==> config.mk <==
export PLATFORM = sky130hd
export DESIGN_NAME = rf_write_arbiter
export DESIGN_NICKNAME = d
export VERILOG_FILES = /design/src/rtl/rf_arb_pkg.sv /design/src/rtl/rr_arbiter.sv /design/src/rtl/rf_write_arbiter.sv
export SDC_FILE = /design/constraint.sdc
export NUM_CORES = 1
export LEC_CHECK = 0
export CAP_MARGIN = 0
export CORE_MARGIN = 8
export CORE_UTILIZATION = 44
export DETAILED_ROUTE_END_ITERATION = 8
export GPL_TIMING_DRIVEN = 0
export PLACE_DENSITY = 0.86
export SYNTH_ARGS = -nofsm -noshare
export SYNTH_HDL_FRONTEND = slang
export SYNTH_SLANG_ARGS = --single-unit
==> constraint.sdc <==
create_clock -name clk -period 6.49 [get_ports clk]
set_input_delay 1.298 -clock clk [delete_from_list [all_inputs] [get_ports clk]]
set_output_delay 1.298 -clock clk [all_outputs]
set_load 0.1 [all_outputs]
==> src/rtl/rf_arb_pkg.sv <==
// Shared types, widths and byte-merge helper for the register-file write arbiter.
// Data and mask vectors use ascending bit order: byte k of data is bits [8k:8k+7], enabled by mask[k].
package rf_arb_pkg;

    localparam int ADDR_W      = 5;
    localparam int DATA_W      = 64;
    localparam int MASK_W      = 8;
    localparam int DEF_NUM_REQ = 3;

    typedef enum logic [1:0] {
        ST_IDLE  = 2'd0,
        ST_READ  = 2'd1,
        ST_WRITE = 2'd2
    } arb_state_t;

    localparam logic [0:MASK_W-1] MASK_FULL = '1;
    localparam logic [0:MASK_W-1] MASK_NONE = '0;

    function automatic logic [0:DATA_W-1] merge_bytes(
        input logic [0:DATA_W-1] new_data,
        input logic [0:DATA_W-1] old_data,
        input logic [0:MASK_W-1] mask
    );
        logic [0:DATA_W-1] merged;
        merged = old_data;
        for (int k = 0; k < MASK_W; k++) begin
            if (mask[k]) begin
                merged[8*k +: 8] = new_data[8*k +: 8];
            end
        end
        return merged;
    endfunction

endpackage

==> src/rtl/rr_arbiter.sv <==
// Combinational round-robin pick: first valid requester at or after ptr, wrapping.
// Zero latency; produces no grant when nothing is valid.
module rr_arbiter
    import rf_arb_pkg::*;
#(
    parameter int NUM_REQ = DEF_NUM_REQ,
    parameter int IDX_W   = (NUM_REQ > 1) ? $clog2(NUM_REQ) : 1
) (
    input  logic [NUM_REQ-1:0] valid,
    input  logic [IDX_W-1:0]   ptr,
    output logic [NUM_REQ-1:0] grant,
    output logic [IDX_W-1:0]   idx,
    output logic               any
);

    int cand;

    // Scan offsets from farthest to nearest so the nearest valid one wins.
    always_comb begin
        grant = '0;
        idx   = '0;
        any   = 1'b0;
        cand  = 0;
        for (int k = NUM_REQ - 1; k >= 0; k--) begin
            cand = (int'(ptr) + k) % NUM_REQ;
            if (valid[cand]) begin
                grant       = '0;
                grant[cand] = 1'b1;
                idx         = IDX_W'(cand);
                any         = 1'b1;
            end
        end
    end

endmodule

==> src/rtl/rf_write_arbiter.sv <==
// Arbitrates NUM_REQ byte-masked writers onto one register-file write port, doing read-modify-write for partial masks.
// Full mask writes one cycle after accept, partial two; requesters are only accepted in IDLE and must hold valid while busy.
module rf_write_arbiter
    import rf_arb_pkg::*;
#(
    parameter int NUM_REQ = DEF_NUM_REQ,
    parameter int IDX_W   = (NUM_REQ > 1) ? $clog2(NUM_REQ) : 1
) (
    input  logic                             clk,
    input  logic                             srst,
    input  logic [NUM_REQ-1:0]               req_valid,
    output logic [NUM_REQ-1:0]               req_ready,
    input  logic [NUM_REQ-1:0][ADDR_W-1:0]   req_addr,
    input  logic [NUM_REQ-1:0][0:DATA_W-1]   req_data,
    input  logic [NUM_REQ-1:0][0:MASK_W-1]   req_mask,
    output logic                             reg_write,
    output logic [ADDR_W-1:0]                w_addr,
    output logic [0:DATA_W-1]                w_data,
    output logic [ADDR_W-1:0]                r_addr1,
    input  logic [0:DATA_W-1]                r_data1,
    output logic                             busy,
    output logic [IDX_W-1:0]                 grant_id
);

    arb_state_t          state;
    logic [IDX_W-1:0]    ptr;
    logic [ADDR_W-1:0]   lat_addr;
    logic [0:DATA_W-1]   lat_data;
    logic [0:MASK_W-1]   lat_mask;

    logic [NUM_REQ-1:0]  grant;
    logic [IDX_W-1:0]    pick;
    logic                pick_any;
    logic [IDX_W-1:0]    ptr_next;

    rr_arbiter #(
        .NUM_REQ (NUM_REQ),
        .IDX_W   (IDX_W)
    ) u_rr (
        .valid (req_valid),
        .ptr   (ptr),
        .grant (grant),
        .idx   (pick),
        .any   (pick_any)
    );

    // Gated by srst so no handshake can complete while reset is held.
    assign req_ready = (state == ST_IDLE && !srst) ? grant : '0;
    assign ptr_next  = (pick == IDX_W'(NUM_REQ - 1)) ? '0 : pick + IDX_W'(1);

    always_ff @(posedge clk or posedge srst) begin
        if (srst) begin
            state     <= ST_IDLE;
            ptr       <= '0;
            lat_addr  <= '0;
            lat_data  <= '0;
            lat_mask  <= '0;
            reg_write <= 1'b0;
            w_addr    <= '0;
            w_data    <= '0;
            r_addr1   <= '0;
            busy      <= 1'b0;
            grant_id  <= '0;
        end else begin
            case (state)
                ST_IDLE: begin
                    if (pick_any) begin
                        ptr      <= ptr_next;
                        grant_id <= pick;
                        lat_addr <= req_addr[pick];
                        lat_data <= req_data[pick];
                        lat_mask <= req_mask[pick];
                        if (req_mask[pick] == MASK_FULL) begin
                            state     <= ST_WRITE;
                            busy      <= 1'b1;
                            reg_write <= 1'b1;
                            w_addr    <= req_addr[pick];
                            w_data    <= req_data[pick];
                        end else if (req_mask[pick] != MASK_NONE) begin
                            state   <= ST_READ;
                            busy    <= 1'b1;
                            r_addr1 <= req_addr[pick];
                        end
                        // An all-zero mask is consumed here with no write.
                    end
                end
                ST_READ: begin
                    state     <= ST_WRITE;
                    r_addr1   <= '0;
                    reg_write <= 1'b1;
                    w_addr    <= lat_addr;
                    w_data    <= merge_bytes(lat_data, r_data1, lat_mask);
                end
                ST_WRITE: begin
                    state     <= ST_IDLE;
                    busy      <= 1'b0;
                    reg_write <= 1'b0;
                    w_addr    <= '0;
                    w_data    <= '0;
                end
                default: begin
                    state     <= ST_IDLE;
                    busy      <= 1'b0;
                    reg_write <= 1'b0;
                    r_addr1   <= '0;
                    w_addr    <= '0;
                    w_data    <= '0;
                end
            endcase
        end
    end

endmodule
==> impl_metrics.json, run 1 <==
{
  "dominantRegCellSynth": "dfrtp_1",
  "endpoint_kind": "output port",
  "p_total_w": 0.00792,
  "drive_gt1_share_pct": 4.52,
  "worstPathRequired_ns": 5.19,
  "reg2reg_slack_ns": 2.22,
  "portBuffers": 380,
  "yosys_warnings": 0,
  "final_nets": 1796,
  "hold_violations": 0,
  "via_per_inst": 5.73,
  "r2r-start": "ptr[0]$_DFFE_PP0P_",
  "layoutNonFillerInstCount": 1776,
  "die_area_um2": 25500,
  "cpMostUsedCell": "mux2_2",
  "netlist_area_um2": 9090,
  "start_util_pct": 44.9,
  "ys_ff_latch": 159,
  "synth_nets": 1396,
  "cts_tree": "yes",
  "r2r_end": "w_data[63]$_DFFE_PP0P_",
  "drtIter0Drc": 818,
  "busiest_layer": "met2",
  "p_per_area_nw_per_um2": 571,
  "ios": 381,
  "drv_cap": 0,
  "syn_inst": 1092,
  "synth_edf_count": 0,
  "antenna_found_initial": 2,
  "antenna_left": 0,
  "clock-sinks": 159,
  "grt_max_degree": 94,
  "die_height_um": 160,
  "gr-usage-met2_pct": 47.7,
  "reg2regPathDepth": 12,
  "drv_slew": 0,
  "slowest_delay_ns": 0.55,
  "utilization_pct": 68.6,
  "wire_per_inst_um": 21.3,
  "setup_tns_ns": 0,
  "place_area_um2": 13300,
  "grtUsageTotal_pct": 28.9,
  "max_freq_mhz": 170,
  "start_kind": "primary input",
  "yosysSeqAreaShare_pct": 43.8,
  "cp-endpoint": "req_ready[2]",
  "routed_wl_um": 37800,
  "report.final.setup_viol": 0,
  "worst_slew_pin_slew_ns": 1.09,
  "area_growth_pct": 52.6,
  "dpl.hpwl_um": 29100,
  "clk_path_buf_depth": 2,
  "dr.pass1.iters": 5,
  "criticalPathCategory": "primary input to output port",
  "n_fill_cell": 1613,
  "hold_path.class": "flip-flop to flip-flop",
  "finalCritPeriodShare_pct": 90.6,
  "async_flop_share_pct": 100,
  "synth.distinct_cells": 50,
  "post-route-min-period_ns": 5.88,
  "grt.overflow.total": 0,
  "design_area_um2": 13900,
  "worstPathCellList": "clkdlybuf4s50_1 -> mux2_2 -> mux2_2 -> o31ai_4 -> clkbuf_2 -> clkbuf_1 -> nor3_1 -> dlymetal6s2s_1",
  "hold_buffers": 0,
  "cts_inserted_buffers": 17,
  "syn_avg_cell_area_um2": 8.33,
  "clock_skew_ns": 0.0107,
  "peakVddDrop_mv": 0.268,
  "postCtsSetupRepairBufs": 0,
  "dieWidth_um": 160,
  "crit_slowest_cell": "clkdlybuf4s50_1",
  "grt_pass1_wl_um": 58500,
  "vias": 10200,
  "gp_congestion": 0.906,
  "status": "completed",
  "core_um2": 20200,
  "clk_latency_ns": 0.42,
  "crit_start": "req_valid[2]",
  "htree_levels": 4,
  "route.detailed.drc": 0,
  "power_leakage_nw": 5.69,
  "grt_pass1_vias": 10500,
  "rows": 52,
  "max_slew_margin_pct": 27.1,
  "use_met3_pct": 8.74,
  "path_max_fanout": 10,
  "grt_use_met1_pct": 33.9,
  "arrival_ns": 4.58,
  "place_inst": 1743,
  "rsz0062_at_grt": "false",
  "clkTransAtPathRegs_ns": 0.07,
  "clock-root-buffer": "clkbuf_16"
}
## per-stage QoR
step           hold WS, ns  worst slack (ns)
6_report             0.482             0.609
5_1_grt              0.508             0.451
4_1_cts              0.484             0.170
3_5_place_dp         0.470           -0.0976
3_3_place_gp         0.461             -1.40
2_1_floorplan        0.450             0.383
## synthesized netlist by cell type (all sizes together), types with 2 or more instances
library cell  count  area (µm²)
nand2b            3        18.8
dfrtp           159        3980
a211oi            2        20.0
o32ai             5        43.8
or3               2        12.5
nor2b             2        12.5
nor4              5        43.8
clkbuf           73         274
and4              3        26.3
nand2           230         863
a311o            63         631
a21oi           153         769
or2               3        18.8
nor3             66         330
o21ai            86         430
nor2             83         312
inv              13        48.8
buf              26         129
mux2i            72         721
mux2              3        33.8
a31oi             2        12.5
o311ai            5        43.8
nand3b            6        45.0
nand3             5        25.0
ha                4        50.1
## area by class of cell
class                           instances  area, µm²  share of cell area (%)
Sequential cell                       159       3980                    28.7
Timing Repair Buffer                  381       3830                    27.6
Buffer                                 99        404                    2.91
Multi-Input combinational cell        821       4660                    33.6
Antenna cell                            1       2.50                  0.0180
Clock inverter                         15        173                    1.24
Clock buffer                           17        425                    3.07
Inverter                               13       56.3                   0.406
Tap cell                              270        338                    2.44
## flip-flops by register name, indices dropped and copies added (netlist names)
name and flops:
state 2, lat_addr 5, ptr 2, w_addr 5
reg_write 1, r_addr1 5, busy 1, w_data 64
grant_id 2, lat_data 64, lat_mask 8
## worst max-delay path: cells and delay by family
family | cells | cell delay, ns
multiplexers | 2 | 0.67
AND/OR/NAND/NOR | 1 | 0.08
buffers and inverters | 4 | 2.06
AO/OA/AOI/OAI | 1 | 0.46
## power by group
group / switching, W / leakage [nW] / total, W / internal [W]
registers: 0.000213 / 2.05 / 0.00163 / 0.00141
logic: 0.00374 / 3.35 / 0.00525 / 0.00151
clock network: 0.000460 / 0.295 / 0.00104 / 0.000582
## cells in the final DEF (no fill, tap or decap), types with 3 or more instances in the layout
master / netlist / routed
mux2i_1: 72 / 72
buf_1: 7 / 7
nor2_1: 83 / 83
dfrtp_1: 159 / 159
mux2_2: 3 / 3
nand3b_1: 6 / 6
o311ai_1: 5 / 5
nand2_1: 230 / 230
buf_4: 3 / 3
clkbuf_1: 73 / 72
nand3_1: 5 / 5
o21ai_0: 85 / 85
ha_1: 4 / 4
nor3_1: 66 / 66
a21oi_1: 152 / 152
clkdlybuf4s50_1: 0 / 379
clkbuf_16: 0 / 17
nor4_1: 3 / 3
buf_2: 16 / 16
a311o_1: 63 / 63
inv_6: 0 / 6
inv_8: 0 / 4
o32ai_1: 5 / 5
inv_1: 13 / 12
and4_1: 3 / 3
nand2b_1: 3 / 3
## cells by family after synthesis
family / count (synthesis) / share of synthesized area [%]
simple gates: 411 / 19.1
compound gates: 331 / 23.4
flops: 159 / 43.8
buf+inv: 112 / 4.97
mux: 75 / 8.30
fa+ha+maj: 4 / 0.551
## routing by layer
metal | vias up | part of all wire (%)
met1 | 4812 | 39
met5 | - | 0.034
met2 | 577 | 48
met4 | 2 | 4.0
li1 | 4688 | -
met3 | 91 | 9.7
## worst min-delay path by stage
stage / start / endpoint / slack, ns / cells past startpoint
after floorplan: lat_data[0]$_DFFE_PP0P_ / lat_data[0]$_DFFE_PP0P_ / 0.45 / 2
after global routing: lat_data[38]$_DFFE_PP0P_ / lat_data[38]$_DFFE_PP0P_ / 0.51 / 2
after global placement: lat_data[27]$_DFFE_PP0P_ / lat_data[27]$_DFFE_PP0P_ / 0.46 / 2
final: lat_data[48]$_DFFE_PP0P_ / lat_data[48]$_DFFE_PP0P_ / 0.48 / 2
after detailed placement: lat_data[2]$_DFFE_PP0P_ / lat_data[2]$_DFFE_PP0P_ / 0.47 / 2
after CTS: lat_data[63]$_DFFE_PP0P_ / lat_data[63]$_DFFE_PP0P_ / 0.48 / 2
## what timing repair did
action,4_1_cts,5_1_grt
resized for setup,1,1
setup endpoints to repair,1,1
gates cloned,0,0
No activity file was read; power rests on OpenSTA's default activity.
==> run 2: changes to the inputs <==
--- a/config.mk
+++ b/config.mk
@@ -10,7 +10,8 @@
 export CORE_UTILIZATION = 44
 export DETAILED_ROUTE_END_ITERATION = 8
 export GPL_TIMING_DRIVEN = 0
-export PLACE_DENSITY = 0.86
+export PLACE_DENSITY_LB_ADDON = 0.25
+export SETUP_SLACK_MARGIN = 0.02
 export SYNTH_ARGS = -nofsm -noshare
 export SYNTH_HDL_FRONTEND = slang
 export SYNTH_SLANG_ARGS = --single-unit
==> run 2 against run 1 <==
Utilization up 0.16 points. Final area up 0.23%. Register-to-register slack worse by 0.02 ns. Flip-flop and latch count unchanged. Largest cell class unchanged. Largest power group unchanged.
==> impl_metrics.json, run 2 (synthesis results as in run 1) <==
{
  "vias": 10200,
  "n_fill_cell": 1697,
  "criticalPathCategory": "primary input to output port",
  "ios": 381,
  "postCtsSetupRepairBufs": 0,
  "clk_latency_ns": 0.42,
  "clock-sinks": 159,
  "hold_violations": 0,
  "clock-root-buffer": "clkbuf_16",
  "min-delay-start": "lat_data[34]$_DFFE_PP0P_",
  "grt_max_degree": 121,
  "dr.pass1.iters": 5,
  "design_area_um2": 13900,
  "drive_gt1_share_pct": 4.26,
  "grt.overflow.total": 0,
  "p_total_w": 0.00798,
  "route.detailed.drc": 0,
  "most-common-layout-cells": "clkdlybuf4s50_1 (380), nand2_1 (230), dfrtp_1 (159), a21oi_1 (152), o21ai_0 (85)",
  "reg2regPathDepth": 12,
  "clk_path_buf_depth": 2,
  "die_area_um2": 25500,
  "portBuffers": 380,
  "start_kind": "primary input",
  "holdWs_ns": 0.480,
  "dpl.hpwl_um": 29100,
  "max_slew_margin_pct": 17.7,
  "endpoint_kind": "output port",
  "rsz0062_at_grt": "false",
  "whs_path_depth": 2,
  "post-route-min-period_ns": 6.31,
  "gp_congestion": 0.881,
  "path_max_fanout": 10,
  "clkTransAtPathRegs_ns": 0.06,
  "power_leakage_nw": 5.68,
  "finalCritPeriodShare_pct": 97.3,
  "reg2reg_slack_ns": 2.20,
  "utilization_pct": 68.7,
  "grtUsageTotal_pct": 28.9,
  "layoutNonFillerInstCount": 1774,
  "drv_cap": 0,
  "whs_endpoint": "lat_data[34]$_DFFE_PP0P_",
  "place_area_um2": 13300,
  "htree_levels": 4,
  "drv_slew": 0,
  "report.final.setup_viol": 0,
  "via_per_inst": 5.72,
  "peakVddDrop_mv": 0.379,
  "arrival_ns": 5.02,
  "worst_slew_pin_slew_ns": 1.23,
  "r2r-start": "ptr[0]$_DFFE_PP0P_",
  "p_per_area_nw_per_um2": 574,
  "cts_inserted_buffers": 17,
  "worstPathRequired_ns": 5.19,
  "antenna_left": 0,
  "core_um2": 20200,
  "area_growth_pct": 52.9,
  "place_inst": 1743,
  "final_nets": 1796,
  "max_freq_mhz": 158,
  "drtIter0Drc": 819,
  "largestRegisters": "lat_data x64, w_data x64, lat_mask x8",
  "dieWidth_um": 160,
  "cts_tree": "yes",
  "wire_per_inst_um": 21.3,
  "grt_pass1_vias": 10500,
  "rows": 52,
  "r2r_end": "w_data[31]$_DFFE_PP0P_",
  "start_util_pct": 44.9,
  "final_common_cell": "clkdlybuf4s50_1",
  "antenna_found_initial": 2,
  "hold_path.class": "flip-flop to flip-flop",
  "grt_pass1_wl_um": 58800,
  "clock_skew_ns": 0.00966,
  "die_height_um": 160,
  "status": "completed",
  "routed_wl_um": 37700
}
-- run 2: cell types whose count changed in the layout (fill, tap and decap cells not counted), sizes merged --
| cell | previous run | this run |
|---|---|---|
| inv | 22 | 14 |
| bufinv | 2 | 5 |
| clkbuf | 90 | 93 |
| clkinv | 3 | 1 |
| clkinvlp | 1 | 3 |
| clkdlybuf4s50 | 379 | 380 |
| dlymetal6s2s | 1 | 0 |
-- run 2: metrics by stage --
stage	worst slack [ns]	TNS, ns
3_5_place_dp	-0.0166	-0.0166
6_report	0.176	0
2_1_floorplan	0.383	0
3_3_place_gp	-1.48	-232.79
4_1_cts	0.227	0
5_1_grt	0.0477	0
-- run 2: worst max-delay path by stage --
stage                       startpoint                     end  cells after the start
final                     req_valid[2]            req_ready[2]                      8
after floorplan           req_valid[2]            req_ready[1]                      3
after global placement            srst  w_data[40]$_DFFE_PP0P_                      2
after CTS                 req_valid[2]            req_ready[2]                      8
after detailed placement  req_valid[2]            req_ready[2]                      8
after global routing      req_valid[2]            req_ready[2]                      8
-- run 2: power breakdown --
group          internal [W]  switching, W
clock network      0.000690      0.000405
logic               0.00151       0.00374
registers           0.00142      0.000215
-- run 2: final cells by class --
| class | instances | area [µm²] | area share (%) |
|---|---|---|---|
| multi-input combinational | 821 | 4660 | 33.5 |
| buffer | 99 | 404 | 2.91 |
| tap | 270 | 338 | 2.43 |
| clock buffer | 20 | 447 | 3.21 |
| clock inverter | 10 | 186 | 1.34 |
| antenna | 1 | 2.50 | 0.0180 |
| sequential | 159 | 3980 | 28.6 |
| timing repair buffer | 381 | 3830 | 27.6 |
| inverter | 13 | 56.3 | 0.405 |
-- run 2: layer usage --
layer | part of all wire, % | up-vias | track usage, %
met4 | 3.1 | 2 | 10.0
met1 | 39 | 4899 | 34.2
met2 | 49 | 495 | 50.1
met5 | 0.034 | - | 0
li1 | - | 4687 | -
met3 | 8.3 | 70 | 7.48
-- run 2: worst max-delay path: stages --
cell and delay, ns:
clkdlybuf4s50_1 0.54, mux2_2 0.35, mux2_2 0.32, o31ai_4 0.45, clkbuf_2 0.46, clkbuf_1 0.50
nor3_1 0.09, clkdlybuf4s50_1 0.99
-- run 2: what timing repair did --
action                     4_1_cts  5_1_grt
hold buffers                     0        0
hold endpoints to repair         0        0
gates resized for setup          1        0
setup endpoints to repair        1        0
==> run 3: changes to the inputs <==
--- a/config.mk
+++ b/config.mk
@@ -7,7 +7,8 @@
 export LEC_CHECK = 0
 export CAP_MARGIN = 0
 export CORE_MARGIN = 8
-export CORE_UTILIZATION = 44
+export CORE_UTILIZATION = 48
+export CTS_BUF_LIST = sky130_fd_sc_hd__clkbuf_2 sky130_fd_sc_hd__clkbuf_4 sky130_fd_sc_hd__clkbuf_8
 export DETAILED_ROUTE_END_ITERATION = 8
 export GPL_TIMING_DRIVEN = 0
 export PLACE_DENSITY_LB_ADDON = 0.25
==> constraint.sdc (replaced) <==
create_clock -name clk -period 8.1 [get_ports clk]
set_input_delay 1.62 -clock clk [delete_from_list [all_inputs] [get_ports clk]]
set_output_delay 1.62 -clock clk [all_outputs]
set_load 0.1 [all_outputs]
==> run 3 against run 2 <==
Via count rose by 1.2%. Register-to-register slack improved by 1.6 ns. Sequential share of layout area rose by 0.63 points. Combinational power fell by 20%. Sequential power fell by 20%. Utilization rose by 4.3 points. Hold slack improved by 0.0030 ns. Count of clock-buffer cells in the layout rose by 1. Setup slack improved by 0.55 ns. Largest cell class unchanged. Clock skew rose by 0.0068 ns. Cell count fell by 2.0%. First-iteration DRC count fell by 15%.
==> impl_metrics.json, run 3 (synthesis results as in run 1) <==
{
  "finalCritPeriodShare_pct": 91.0,
  "wire_per_inst_um": 21.8,
  "portBuffers": 380,
  "max_slew_margin_pct": 18.1,
  "diodes": 0,
  "antenna_found_initial": 1,
  "worstPathRequired_ns": 6.48,
  "max_freq_mhz": 136,
  "p_total_w": 0.00611,
  "drtIter0Drc": 697,
  "clk_latency_ns": 0.46,
  "clkTransAtPathRegs_ns": 0.08,
  "utilization_pct": 73.0,
  "start_kind": "primary input",
  "cts_resized": 0,
  "die_area_um2": 23600,
  "route.detailed.drc": 0,
  "peakVddDrop_mv": 0.239,
  "drive_gt1_share_pct": 4.45,
  "worstPathCellList": "clkdlybuf4s50_1 -> mux2_2 -> mux2_2 -> o31ai_4 -> clkbuf_1 -> clkbuf_1 -> nor3_1 -> clkdlybuf4s50_1",
  "clk_path_buf_depth": 2,
  "start_util_pct": 48.8,
  "criticalPathCategory": "primary input to output port",
  "cts_tree": "yes",
  "layoutNonFillerInstCount": 1739,
  "endpoint_kind": "output port",
  "most-common-layout-cells": "clkdlybuf4s50_1 (380), nand2_1 (230), dfrtp_1 (159), a21oi_1 (152), o21ai_0 (85)",
  "final_common_cell": "clkdlybuf4s50_1",
  "path_max_fanout": 10,
  "status": "completed",
  "drv_cap": 0,
  "hold_violations": 0,
  "holdWs_ns": 0.483,
  "grt_pass1_wl_um": 59200,
  "rows": 50,
  "n_fill_cell": 1480,
  "die_height_um": 154,
  "dr.pass1.iters": 5,
  "ios": 381,
  "worst_slew_pin_slew_ns": 1.22,
  "core_um2": 18600,
  "hold_buffers": 0,
  "gp_congestion": 0.949,
  "power_leakage_nw": 5.57,
  "place_inst": 1707,
  "report.final.setup_viol": 0,
  "hold_path.class": "flip-flop to flip-flop",
  "via_per_inst": 5.91,
  "htree_levels": 4,
  "crit_family": "buffers and inverters",
  "clock_skew_ns": 0.0165,
  "grtUsageTotal_pct": 31.7,
  "routed_wl_um": 37900,
  "largestRegisters": "lat_data x64, w_data x64, lat_mask x8",
  "clock-root-buffer": "clkbuf_8",
  "final_nets": 1796,
  "p_per_area_nw_per_um2": 449,
  "dpl.hpwl_um": 29000,
  "clock-sinks": 159,
  "path_buf_inv": 4,
  "grt_max_degree": 89,
  "drv_slew": 0,
  "grt.overflow.total": 0,
  "arrival_ns": 5.75,
  "rsz0062_at_grt": "false",
  "antenna_left": 0,
  "post-route-min-period_ns": 7.37,
  "vias": 10300,
  "area_growth_pct": 49.6,
  "postCtsSetupRepairBufs": 0,
  "slowest_delay_ns": 1.00,
  "dieWidth_um": 154,
  "grt_pass1_vias": 10700,
  "crit_slowest_cell": "clkdlybuf4s50_1",
  "cts_inserted_buffers": 17
}
## run 3: cell count changes in the layout (fill, tap and decap cells not counted)
cell | before | now
clkinv_2 | 1 | 2
clkbuf_1 | 74 | 73
bufinv_16 | 5 | 1
clkbuf_4 | 0 | 2
clkinv_4 | 0 | 1
clkbuf_2 | 1 | 0
clkinvlp_4 | 3 | 4
inv_6 | 1 | 3
clkbuf_16 | 17 | 0
clkbuf_8 | 1 | 19
diode_2 | 1 | 0
## run 3: area by class of cell
| cell class | instances | area (µm²) | area share (%) |
|---|---|---|---|
| Clock inverter | 11 | 105 | 0.773 |
| Clock buffer | 21 | 277 | 2.03 |
| Inverter | 13 | 56.3 | 0.414 |
| Sequential cell | 159 | 3980 | 29.2 |
| Tap cell | 234 | 293 | 2.15 |
| Multi-Input combinational cell | 821 | 4660 | 34.3 |
| Buffer | 99 | 403 | 2.96 |
| Timing Repair Buffer | 381 | 3830 | 28.2 |
## run 3: stage by stage
stage                     setup TNS (ns)  cell area [µm²]  setup slack, ns
final                                  0            13600            0.730
after global routing                   0            13600            0.677
after CTS                              0            13600            0.838
after detailed placement               0            13200            0.847
after global placement            -27.20            13200           -0.183
after floorplan                        0             9090             1.35
## run 3: final timing paths
kind | depth (start not counted) | to | start | slack [ns]
max | 8 | req_ready[2] | req_valid[2] | 0.73
min | 2 | lat_data[33]$_DFFE_PP0P_ | lat_data[33]$_DFFE_PP0P_ | 0.48
max reg2reg | 10 | w_addr[0]$_DFFE_PP0P_ | ptr[1]$_DFFE_PP0P_ | 3.84
min reg2reg | 2 | lat_data[33]$_DFFE_PP0P_ | lat_data[33]$_DFFE_PP0P_ | 0.48
max in group asynchronous | 3 | lat_data[36]$_DFFE_PP0P_ | srst | 5.55
min in group asynchronous | 2 | lat_mask[6]$_DFFE_PP0P_ | srst | 1.72
## run 3: worst min-delay path: stages, from the launching register on
cell and delay (ns):
dfrtp_1 0.35, nand2_1 0.04, o21ai_0 0.06
## run 3: report_power, final
| group | internal [W] | switching, W | total, W |
|---|---|---|---|
| Clock | 0.000268 | 0.000315 | 0.000583 |
| Sequential | 0.00113 | 0.000170 | 0.00130 |
| Combinational | 0.00121 | 0.00301 | 0.00422 |
## run 3: per-layer routing
layer / GRT usage (%) / wire, µm
met2: 52.5 / 18300
met4: 15.8 / 1830
met1: 36.8 / 14000
met5: 0 / 12
met3: 9.64 / 3770
